===== config.mk =====
export PLATFORM = sky130hd
export DESIGN_NAME = matrix_frame_capture
export DESIGN_NICKNAME = d
export VERILOG_FILES = /design/src/rtl/matrix_frame_capture.sv
export SDC_FILE = /design/constraint.sdc
export NUM_CORES = 1
export LEC_CHECK = 0
export BUFFER_PORTS_ARGS = -buffer_cell sky130_fd_sc_hd__buf_2
export CAP_MARGIN = 10
export CORE_ASPECT_RATIO = 1.5
export CORE_MARGIN = 2
export CORE_UTILIZATION = 55
export DETAILED_ROUTE_END_ITERATION = 7
export PLACE_DENSITY_LB_ADDON = 0.15
export SLEW_MARGIN = 20
export SYNTH_ARGS = -nofsm -noshare
export SYNTH_HDL_FRONTEND = slang
export SYNTH_SLANG_ARGS = --single-unit

===== constraint.sdc =====
create_clock -name clk -period 16 [get_ports clk]
set_input_delay 3.2 -clock clk [delete_from_list [all_inputs] [get_ports clk]]
set_output_delay 3.2 -clock clk [all_outputs]
set_load 0.005 [all_outputs]

===== src/rtl/matrix_frame_capture.sv =====
// matrix_frame_capture: passive monitor on the 8x8 bicolor LED matrix scan bus.
// Rebuilds red/green frames from the row-scan stream into a working buffer.
// Each complete frame is committed to a display buffer, which is read back
// through a registered port.
//
// Optional feature macro: FRAME_CAP_CMP_EN (frame-change compare logic).
//
// Ports:
//   clk          system clock
//   rst          synchronous active-low reset
//   row          scan row select, active-low one-hot
//   r_col/g_col  red/green column data for the selected row
//   rd_row       readback row index
//   rd_r/rd_g    registered readback of the display frame
//   frame_valid  at least one frame committed since reset
//   frame_done   one-cycle pulse on frame commit
//   row_err      one-cycle pulse on accepted illegal row pattern
//   err_cnt      saturating illegal-pattern count
//   frame_cnt    wrapping committed-frame count
//   frame_chg    one-cycle pulse with frame_done when the frame changed
module matrix_frame_capture #(
    parameter int unsigned SETTLE = 2
) (
    input  logic       clk,
    input  logic       rst,
    input  logic [7:0] row,
    input  logic [7:0] r_col,
    input  logic [7:0] g_col,
    input  logic [2:0] rd_row,
    output logic [7:0] rd_r,
    output logic [7:0] rd_g,
    output logic       frame_valid,
    output logic       frame_done,
    output logic       row_err,
    output logic [7:0] err_cnt,
    output logic [7:0] frame_cnt,
    output logic       frame_chg
);

    localparam int unsigned CNT_W = 4;
    localparam logic [CNT_W-1:0] SETTLE_C = CNT_W'(SETTLE);

    typedef enum logic [0:0] {
        SYNC = 1'b0,
        CAPT = 1'b1
    } state_t;

    state_t r_state, w_state_nxt;

    logic [7:0]       r_row_q, r_rcol_q, r_gcol_q;
    logic [CNT_W-1:0] r_cnt;
    logic             r_armed;
    logic [2:0]       r_exp, w_exp_nxt;

    logic [7:0][7:0]  r_work_r, r_work_g;
    logic [7:0][7:0]  r_disp_r, r_disp_g;
    logic [7:0][7:0]  w_frame_r, w_frame_g;

    logic [3:0] w_zeros;
    logic [2:0] w_idx;
    logic       w_legal, w_illegal, w_accept;
    logic       w_wr, w_commit, w_err, w_chg;

    // Input register and stability tracking. The counter is cleared on the
    // edge that loads a new row_q, so it counts stable cycles of row_q.
    // row_q resets to blank so an idle bus after reset is never an error.
    always_ff @(posedge clk) begin
        if (!rst) begin
            r_row_q  <= 8'hFF;
            r_rcol_q <= 8'h00;
            r_gcol_q <= 8'h00;
            r_cnt    <= '0;
            r_armed  <= 1'b0;
        end else begin
            r_row_q  <= row;
            r_rcol_q <= r_col;
            r_gcol_q <= g_col;
            if (row != r_row_q) begin
                r_cnt   <= '0;
                r_armed <= 1'b1;
            end else begin
                if (r_cnt != SETTLE_C) begin
                    r_cnt <= r_cnt + CNT_W'(1);
                end
                if (w_accept) begin
                    r_armed <= 1'b0;
                end
            end
        end
    end

    assign w_accept = r_armed && (r_cnt == SETTLE_C);

    // Row pattern classification: count zeros and locate the (last) zero.
    always_comb begin
        w_zeros = 4'd0;
        w_idx   = 3'd0;
        for (int i = 0; i < 8; i++) begin
            if (!r_row_q[i]) begin
                w_zeros = w_zeros + 4'd1;
                w_idx   = 3'(i);
            end
        end
    end

    assign w_legal   = (w_zeros == 4'd1);
    assign w_illegal = (w_zeros != 4'd1) && (w_zeros != 4'd0);

    // State register.
    always_ff @(posedge clk) begin
        if (!rst) begin
            r_state <= SYNC;
            r_exp   <= 3'd0;
        end else begin
            r_state <= w_state_nxt;
            r_exp   <= w_exp_nxt;
        end
    end

    // Next-state logic; blank patterns fall through with no effect.
    always_comb begin
        w_state_nxt = r_state;
        w_exp_nxt   = r_exp;
        w_wr        = 1'b0;
        w_commit    = 1'b0;
        w_err       = 1'b0;
        if (w_accept) begin
            if (w_illegal) begin
                w_err       = 1'b1;
                w_state_nxt = SYNC;
                w_exp_nxt   = 3'd0;
            end else if (w_legal) begin
                case (r_state)
                    SYNC: begin
                        if (w_idx == 3'd0) begin
                            w_wr        = 1'b1;
                            w_exp_nxt   = 3'd1;
                            w_state_nxt = CAPT;
                        end
                    end
                    CAPT: begin
                        if (w_idx == r_exp) begin
                            w_wr = 1'b1;
                            if (w_idx == 3'd7) begin
                                w_commit    = 1'b1;
                                w_state_nxt = SYNC;
                                w_exp_nxt   = 3'd0;
                            end else begin
                                w_exp_nxt = r_exp + 3'd1;
                            end
                        end else if (w_idx == 3'd0) begin
                            // Restart the frame from row 0.
                            w_wr      = 1'b1;
                            w_exp_nxt = 3'd1;
                        end else begin
                            w_state_nxt = SYNC;
                            w_exp_nxt   = 3'd0;
                        end
                    end
                    default: begin
                        w_state_nxt = SYNC;
                        w_exp_nxt   = 3'd0;
                    end
                endcase
            end
        end
    end

    // Working frame with the current row merged in; used for both the
    // working-buffer write and the commit so row 7 lands in the same cycle.
    always_comb begin
        w_frame_r        = r_work_r;
        w_frame_g        = r_work_g;
        w_frame_r[w_idx] = r_rcol_q;
        w_frame_g[w_idx] = r_gcol_q;
    end

    // Change detect against the frame currently on display.
`ifdef FRAME_CAP_CMP_EN
    assign w_chg = !frame_valid || (w_frame_r != r_disp_r) || (w_frame_g != r_disp_g);
`else
    assign w_chg = 1'b0;
`endif

    // Buffers, readback and status outputs.
    always_ff @(posedge clk) begin
        if (!rst) begin
            r_work_r    <= '0;
            r_work_g    <= '0;
            r_disp_r    <= '0;
            r_disp_g    <= '0;
            rd_r        <= 8'h00;
            rd_g        <= 8'h00;
            frame_valid <= 1'b0;
            frame_done  <= 1'b0;
            row_err     <= 1'b0;
            err_cnt     <= 8'h00;
            frame_cnt   <= 8'h00;
            frame_chg   <= 1'b0;
        end else begin
            if (w_wr) begin
                r_work_r <= w_frame_r;
                r_work_g <= w_frame_g;
            end
            if (w_commit) begin
                r_disp_r    <= w_frame_r;
                r_disp_g    <= w_frame_g;
                frame_valid <= 1'b1;
                frame_cnt   <= frame_cnt + 8'd1;
            end
            // Old display contents are read on a commit edge.
            rd_r       <= r_disp_r[rd_row];
            rd_g       <= r_disp_g[rd_row];
            frame_done <= w_commit;
            frame_chg  <= w_commit && w_chg;
            row_err    <= w_err;
            if (w_err && (err_cnt != 8'hFF)) begin
                err_cnt <= err_cnt + 8'd1;
            end
        end
    end

endmodule


=== After elaboration in Yosys (flattened, before gate mapping) ===
Index checks and enable logic that the tools add are counted.

* Output and inout port bits: 36
* Input bits: 29
* Logic and storage cells: 133
* Register bits after elaboration: 324

* Reduce and logical (&&, ||, !) cells: 11
* Multiplexer cells: 51
* Equal/unequal tests: 9
* Bitwise gates (word level): 2
* Order comparisons: 3
* $add $sub $neg: 11

{| class="wikitable"
|+ Operators with widths
! kind !! count
|-
| $bwmux 64 || 2
|-
| $bmux 8 s3 || 2
|-
| $mux 3 || 11
|-
| $add 4x1->4 const B || 8
|-
| $mux 4 || 7
|-
| $demux 8 s3 || 1
|-
| $mux 8 || 3
|-
| $mux 1 || 22
|-
| $add 8x1->8 const B || 2
|-
| $lt 3x4->1 const B || 2
|-
| $ne 8x8->1 || 1
|-
| $ne 8x8->1 const B || 1
|-
| $pmux 3 s2 || 1
|-
| $eq 4x1->1 const B || 1
|-
| $eq 4x2->1 const B || 1
|-
| $logic_and 1x1->1 || 4
|-
| $ne 4x1->1 const B || 1
|-
| $ne 4x2->1 const B || 1
|-
| $pmux 1 s2 || 2
|-
| $reduce_bool 2->1 || 2
|-
| $reduce_bool 4->1 || 1
|-
| $add 3x1->3 const B || 1
|-
| $eq 3x3->1 || 1
|-
| $eq 3x3->1 const B || 1
|-
| 7 further kinds || 8
|}

=== Depth between registers and ports, before layout ===
Gate-level depths: netlist of the first run.

* Depth in word-level cells: 20
* Mapped depth: 27
* Depth with buffers taken out: 23

=== Least setup slack after synthesis of the first run ===
OpenSTA, ideal clock, no wires.

* Path kind: flip-flop to flip-flop
* From: register r_row_q[2]
* To: register r_work_g[48] (netlist bit)
* Cell stages (with the launch flop): 23
* Clock period less this slack: 5307 ps
* Path slack: 10693 ps
* Data arrival time: 5179 ps
* Path buffers: 3
* Cell sequence: dfxtp_1 > buf_1 > mux2i_1 > ha_1 > nand2b_1 > nand2_1 > ha_1 > nor2_1 > a31oi_1 > ha_1 > nor2_1 > a31oi_1 > a41o_1 > ha_1 > mux2_2 > ha_1 > or4b_1 > o211ai_1 > buf_2 > nand4_1 > buf_2 > mux2i_1 > nor2_1

* Word-level cells in the longest chain between the ends: 15
* Elaborated cells between the ends (all ways): 35
* Classes of those cells: add/sub: 5; order compare: 2; eq/ne: 3; mux: 21; reduce/logical: 4

{| class="wikitable"
|+ Ends and longest elaborated chain
! element !! RTL line !! source
|-
| start, declared || 50 || <nowiki>logic [7:0] r_row_q, r_rcol_q, r_gcol_q;</nowiki>
|-
| start signal, assigned || 75 || <nowiki>r_row_q <= row;</nowiki>
|-
| $mux 4 || 99 || <nowiki>if (!r_row_q[i]) begin</nowiki>
|-
| $add 4x1->4 || 100 || <nowiki>w_zeros = w_zeros + 4'd1;</nowiki>
|-
| $mux 4 || 99 ||
|-
| $add 4x1->4 || 100 ||
|-
| $mux 4 || 99 ||
|-
| $add 4x1->4 || 100 ||
|-
| $mux 4 || 99 ||
|-
| $add 4x1->4 || 100 ||
|-
| $mux 4 || 99 ||
|-
| $add 4x1->4 || 100 ||
|-
| $mux 4 || 99 ||
|-
| $eq 4x1->1, or another cell as far along || 106 || <nowiki>assign w_legal = (w_zeros == 4'd1);</nowiki>
|-
| $mux 1 / $logic_and 1x1->1 (equally long branches) || 132, 107 ||
|-
| $mux 1 || 128 || <nowiki>if (w_illegal) begin</nowiki>
|-
| $mux 1 || 127 || <nowiki>if (w_accept) begin</nowiki>
|-
| end signal, assigned || 203 || <nowiki>r_work_g <= w_frame_g;</nowiki>
|-
| end, declared || 55 || <nowiki>logic [7:0][7:0] r_work_r, r_work_g;</nowiki>
|}

Parallel ways exist; a longest one is shown, timed or not.
A chain may end at the register's enable or synchronous reset.

=== Worst setup path after layout of the first run ===
* From: register r_row_q[1]
* To: register r_disp_r[58] (netlist bit)

* Word-level cells in the longest chain between the ends: 17
* Elaborated cells between the ends (all ways): 38
* Classes of those cells: add/sub: 6; order compare: 2; eq/ne: 4; mux: 23; reduce/logical: 3

{| class="wikitable"
|+ Ends and longest elaborated chain
! element !! RTL line !! source
|-
| $mux 4 || 99 ||
|-
| $add 4x1->4 || 100 ||
|-
| $mux 4 || 99 ||
|-
| $add 4x1->4 || 100 ||
|-
| $mux 4 || 99 ||
|-
| $add 4x1->4 || 100 ||
|-
| $mux 4 || 99 ||
|-
| $add 4x1->4 || 100 ||
|-
| $mux 4 || 99 ||
|-
| $add 4x1->4 || 100 ||
|-
| $mux 4 || 99 ||
|-
| $add 4x1->4 || 100 ||
|-
| $mux 4 || 99 ||
|-
| $eq 4x1->1, or another cell as far along || 106 ||
|-
| $mux 1 / $logic_and 1x1->1 (equally long branches) || 132, 107 ||
|-
| $mux 1 || 128 ||
|-
| $mux 1 || 127 ||
|-
| end signal, assigned || 206 || <nowiki>r_disp_r <= w_frame_r;</nowiki>
|-
| end, declared || 56 || <nowiki>logic [7:0][7:0] r_disp_r, r_disp_g;</nowiki>
|}

Parallel ways exist; a longest one is shown, timed or not.

==> impl_metrics.toml, run 1 <==
[run_status]
status = "complete, no violations"

[min_path]
min_to = "r_disp_g[48]"
min_path_type = "reg -> reg"
min_from = "r_disp_g[48]"
min_path_cells = 2

[timing]
holdWs_ps = 448.3
fin_crit_sh_pct = 43.65
slew_viol_final = 0
max_freq_ghz = 0.1432
hold_viol = 0
tightest_slew_ps = 1160
rsz0062_at_grt = "false"
fin_crit_ps = 6983
setup_tns_ps = 0
setup_viol = 0
fin_skew_ps = 7.848
relSlewSlack_pct = 22.64

[die]
fp.dieW_um = 133.5
fp.dieArea_sq_um = 26450
num_io_pins = 65
core.rowCount = 71
die_h_um = 198.2
initial_core_util_pct = 55.58
core_area_sq_um = 24870

[synth]
yosys_register_bits = 308
ys.flop_type = "dfxtp_1"
synthSimpleGateAreaFrac_pct = 20.57
ys_warn_count = 0
synth_compound_area_share_pct = 10.92
synthCells = 1626
synth_fp_nets = 1667
synthAdderAreaFrac_pct = 1.086
async_flop_share_pct = 0
synth_seq_area_share_pct = 44.60
ys_types = 59
synth_edf_count = 0
synth_top_family_by_area = "simple AND/OR/NAND/NOR gates"
syn_area_per_cell_sq_um = 8.502
yosys-mux-area-fraction_pct = 17.02
syn-cell-area_sq_um = 13820
synthXorXnorAreaFrac_pct = 1.638

[global_route]
grt_pass1_vias = 10520
grt_util_met1_pct = 32.05
grt_pass1_wl_um = 54710
globalRouteMet2Util_pct = 45.49
grt_max_degree = 130
grt_overflow = 0
grt_most_used_layer = "met2"
grtUsageTotal_pct = 25.80
grt_antenna_before_repair = 0
gr-usage-met3_pct = 2.816

[critical_path]
crit_chain = "inv_1 > ha_1 > xnor2_1 > ha_1 > nand2b_1 > nand2_1 > ha_1 > nor2_1 > a31oi_1 > ha_1 > nor2_1 > a31oi_1 > a41o_1 > ha_1 > mux2_2 > ha_1 > or4b_1 > o211ai_1 > and4_4 > buf_4 > nand2_1 > a21oi_1"
path_class = "reg -> reg"
crit_slowest_cell = "and4_4"
crit_arrival_ps = 7470
end_kind = "flop"
reg2reg_from = "r_row_q[1]"
r2r_setup_slack_ps = 9020
start_kind = "flop"
cpMostUsedCell = "ha_1"
ff2ff_path_depth = 22
critPathMaxFanout = 69
critPathMaxStageDelay_ps = 870
required_ps = 16490
r2r-end = "r_disp_r[58]"

[cells_and_area]
fillers = 2232
fin_nets = 1645
drive_gt1_share_pct = 16.52
area_growth_pct = 9.168
final_util_pct = 60.67
finalNonFillerCells = 1950
num_antenna_cells = 0
layout_common_cells = "489 x nand2_1, 308 x dfxtp_1, 227 x a21oi_1"
final_common_cell = "nand2_1"

[run]
maxCapViolations = 0

[drt]
postRouteWirelength_um = 34020
dr.first_iter.drc_count = 749
dr.pass1.iters = 5
dr_total_vias = 11070
wl_per_cell_um = 17.45
drc = 0
ant_nets = 0
viasPerCell = 5.677

[cts]
cts_hold_buf = 0
cts_setup_buffers = 0
cts_resized = 0
h-tree-depth = 1
numCtsBuffers = 29
clk_latency_ps = 560
clock-sinks = 308
cts_buffer_depth = 3
path_clk_slew_ps = 60
cts_root_buffer = "clkbuf_16"
cts_tree = "built"

[placement]
dp_hpwl_um = 19540
gp_congestion = 0.7911
dp.cells = 1901
io_buffers = 63

[power_and_ir_drop]
p_per_area_nw_per_um2 = 102.9
power.leakage_uw = 0.005723
p_total_uw = 1553
ir_drop_mv = 0.07580
==> worst max path at each step <==
stage,from,endpoint,depth (start not counted)
after CTS,r_row_q[1],r_disp_r[58],22
after floorplan,r_row_q[2],r_work_g[48],22
after global routing,r_row_q[2],r_disp_g[39],20
after global placement,r_row_q[2],r_disp_r[35],20
final,r_row_q[1],r_disp_r[58],22
after detailed placement,r_row_q[1],r_disp_r[1],22
==> power by group <==
group | leakage (uW) | switching [uW] | internal, uW
clock network | 0.000450 | 291 | 375
registers | 0.00249 | 13.2 | 770
logic | 0.00279 | 65.4 | 38.9
total | 0.00572 | 369 | 1180
==> cell usage after synthesis, types with 3 or more instances <==
cell type,instances,area [sq um]
nand2_1,489,1836
dfxtp_1,308,6166
a21oi_1,227,1136
clkbuf_1,107,401.6
mux2_2,97,1092
nor2_1,72,270.3
mux2i_1,54,540.5
mux4_2,32,720.7
and2_1,21,131.4
xnor2_1,21,183.9
nand2b_1,20,125.1
buf_2,15,75.07
nand3_1,14,70.07
inv_1,13,48.80
ha_1,12,150.1
o21ai_0,10,50.05
o31ai_1,10,75.07
buf_1,9,33.78
nand4_1,9,56.30
nor3_1,9,45.04
or4_1,9,67.56
and3_1,7,43.79
nand3b_1,6,45.04
nor2b_1,6,37.54
a31oi_1,3,18.77
o211ai_1,3,22.52
or3_1,3,18.77
==> worst max-delay path: cells and delay by family (launching register included) <==
family	cells	cell delay (ps)
adder cells (fa/ha/maj)	6	1860
XOR/XNOR	1	160
AND/OR/NAND/NOR	7	1940
multiplexers	1	270
buffers and inverters	2	800
flip-flops	1	400
AO/OA/AOI/OAI	5	1440
==> metrics by stage <==
| stage | cell area (sq um) | worst slack [ps] |
|---|---|---|
| after floorplan | 13820 | 10690 |
| after global placement | 14180 | 9402 |
| after detailed placement | 14180 | 9136 |
| after CTS | 15090 | 9112 |
| after global routing | 15090 | 8572 |
| final | 15090 | 9017 |
==> registers in the layout (all words and copies together), names as in the netlist, 8 cells and up <==
| register | count |
|---|---|
| err_cnt | 8 |
| frame_cnt | 8 |
| r_disp_g | 64 |
| r_disp_r | 64 |
| r_gcol_q | 8 |
| r_rcol_q | 8 |
| r_row_q | 8 |
| r_work_g | 56 |
| r_work_r | 56 |
| rd_g | 8 |
| rd_r | 8 |
==> metal layers <==
layer  wire length (um)  part of all wire, %
met2              16810                   49
met5                  0                    0
met3               1322                  3.9
met1              14610                   43
met4               1275                  3.7
==> logic make-up (layout without fill, tap and decap cells) <==
group | count (synthesis) | after routing
AO/OA/AOI/OAI | 275 | 275
XOR/XNOR | 24 | 24
adder cells (fa/ha/maj) | 12 | 12
buffers and inverters | 146 | 142
flip-flops | 308 | 308
multiplexers | 183 | 183
other | 1 | 1
AND/OR/NAND/NOR | 677 | 677
==> layout make-up <==
type                    count  area (sq um)  share of cell area [%]
clock buffers              41         830.8                   5.505
clock inverters             8         72.57                  0.4808
inverters                  14         60.06                  0.3979
multi-input cells        1172          7117                   47.16
flip-flops and latches    308          6166                   40.86
well taps                 328         410.4                   2.719
repair buffers             79         435.4                   2.885
(Power assumes the default switching activity.)
==> run 2, diff against run 1 <==
==> constraint.sdc (replaced) <==
create_clock -name clk -period 6.2 [get_ports clk]
set_input_delay 1.24 -clock clk [delete_from_list [all_inputs] [get_ports clk]]
set_output_delay 1.24 -clock clk [all_outputs]
set_load 0.005 [all_outputs]
==> run 2 against run 1 <==
Effect of this change:
- sequential power rose to 2.6 times the previous value
- worst hold slack got worse by 1.7 ps
- non-clock buffer count rose by 13
- combinational power rose to 2.6 times the previous value
- fmax rose by 22%
- sequential share of layout area fell by 0.63 points
- via count rose by 0.96%
- first-iteration DRC count rose by 18%
- critical path type unchanged
- critical endpoint is now r_disp_g[14]
- highest routed layer unchanged
==> impl_metrics.toml, run 2 (same netlist as run 1, synthesis figures left out) <==
[cts]
numCtsBuffers = 30
cts_buffer_depth = 3
cts_tree = "built"
cts_root_buffer = "clkbuf_16"
h-tree-depth = 1
path_clk_slew_ps = 60
clock-sinks = 308
clk_latency_ps = 560

[critical_path]
start_kind = "flop"
critPathLaunch = "r_row_q[2]"
reg2reg_from = "r_row_q[2]"
required_ps = 6590
path_class = "reg -> reg"
r2r_setup_slack_ps = 480
critPathMaxFanout = 89
ff2ff_path_depth = 21
crit_arrival_ps = 6110
end_kind = "flop"
r2r-end = "r_disp_g[14]"
cp-endpoint = "r_disp_g[14]"

[global_route]
grtUsageTotal_pct = 26.04
grt_overflow = 0
grt_antenna_before_repair = 0
grt_max_degree = 166
grt_pass1_wl_um = 55760
grt_pass1_vias = 10740

[timing]
hold_viol = 0
rsz0062_at_grt = "false"
tightest_slew_ps = 1111
setup_viol = 0
slew_viol_final = 0
max_freq_ghz = 0.1749
fin_skew_ps = 10.30
layout_setup_ws_ps = 482.3
fin_crit_sh_pct = 92.22
fin_crit_ps = 5718
relSlewSlack_pct = 25.93
setup_tns_ps = 0

[drt]
dr.first_iter.drc_count = 886
wl_per_cell_um = 17.57
dr.pass1.iters = 5
ant_nets = 0
postRouteWirelength_um = 34540
viasPerCell = 5.685
dr_total_vias = 11180
drc = 0

[die]
core_area_sq_um = 24870
fp.dieW_um = 133.5
fp.dieArea_sq_um = 26450
core.rowCount = 71
initial_core_util_pct = 55.58
die_h_um = 198.2
num_io_pins = 65

[placement]
dp_hpwl_um = 20110
gp_congestion = 0.8016
pre_cts_slack_ps = 411.7
io_buffers = 63

[power_and_ir_drop]
power.leakage_uw = 0.005832
p_per_area_nw_per_um2 = 271.3
ir_drop_mv = 0.2641
p_total_uw = 4158

[cells_and_area]
area_growth_pct = 10.88
final_common_cell = "nand2_1"
fin_nets = 1659
num_antenna_cells = 0
layout_common_cells = "489 x nand2_1, 308 x dfxtp_1, 227 x a21oi_1"
drive_gt1_share_pct = 17.34
largest_registers = "r_disp_g: 64 flops, r_disp_r: 64 flops"

[min_path]
min_from = "r_work_r[16]"
min_path_type = "reg -> reg"

[run_status]
status = "complete, no violations"

[run]
maxCapViolations = 0
run 2: changes by cell type in the layout (fill, tap and decap cells not counted), moves of 2 or more:
cell | previous run | this run
buf_4 | 16 | 25
buf_12 | 0 | 4
bufinv_16 | 1 | 4
clkbuf_8 | 6 | 4
clkinv_2 | 5 | 7
inv_6 | 2 | 0
run 2: power breakdown:
group	internal (uW)	total, uW	switching [uW]
clock network	1100	1860	765
registers	1990	2020	32.9
logic	107	275	168
run 2: how the worst min path moves through the flow:
stage	end	slack [ps]	cells past startpoint
after floorplan	r_work_g[32]	430	2
after global placement	r_disp_r[61]	440	2
after detailed placement	r_work_r[16]	440	2
after CTS	r_work_r[16]	450	2
after global routing	r_disp_r[4]	460	2
final	r_work_r[16]	450	2
run 2: metal layers:
metal	GRT usage (%)	share of wire [%]	wire length, um	up-vias
met5	0	0	0	-
met4	8.274	2.7	943	0
met3	2.765	4.7	1630	63
met2	46.33	51	17560	264
met1	33.09	42	14410	5386
li1	-	-	-	5463
run 2: critical path, cell delays in order, from the launching register on:
cell and delay (ps):
dfxtp_1 620, mux2i_1 390, ha_1 320, nand2b_1 130, nand2_1 70, ha_1 340, nor2_1 50, a31oi_1 190
ha_1 270, nor2_1 90, a31oi_1 60, a41o_1 270, ha_1 280, mux2_2 270, ha_1 280, or4b_1 560
o211ai_1 260, buf_4 190, nand4_1 120, buf_4 410, nand2_1 200, a21oi_1 80
run 2: cell type report:
class / count / area, sq um
Clock inverter: 13 / 178.9
Inverter: 14 / 60.06
Clock buffer: 39 / 824.5
Multi-Input combinational cell: 1172 / 7106
Timing Repair Buffer: 92 / 583.1
Sequential cell: 308 / 6166
Tap cell: 328 / 410.4
Fill cell: 2221 / 9545
run 2: through the flow:
step | cell area, sq um | std cells | utilization (%) | hold slack [ps]
2_1_floorplan | 13820 | 1626 | - | 428.4
3_3_place_gp | 14320 | 1913 | 57.56 | 435.1
3_5_place_dp | 14320 | 1913 | 57.56 | 441.4
4_1_cts | 15320 | 1965 | 61.59 | 449.8
5_1_grt | 15330 | 1966 | 61.62 | 459.4
6_report | 15330 | 1966 | 61.62 | 446.6
run 2: timing repair:
| action | CTS | global route |
|---|---|---|
| hold buffers | 0 | 0 |
| buffers inserted | 0 | 1 |
| resized for setup | 0 | 0 |
| endpoints found under the setup margin | 0 | 4 |
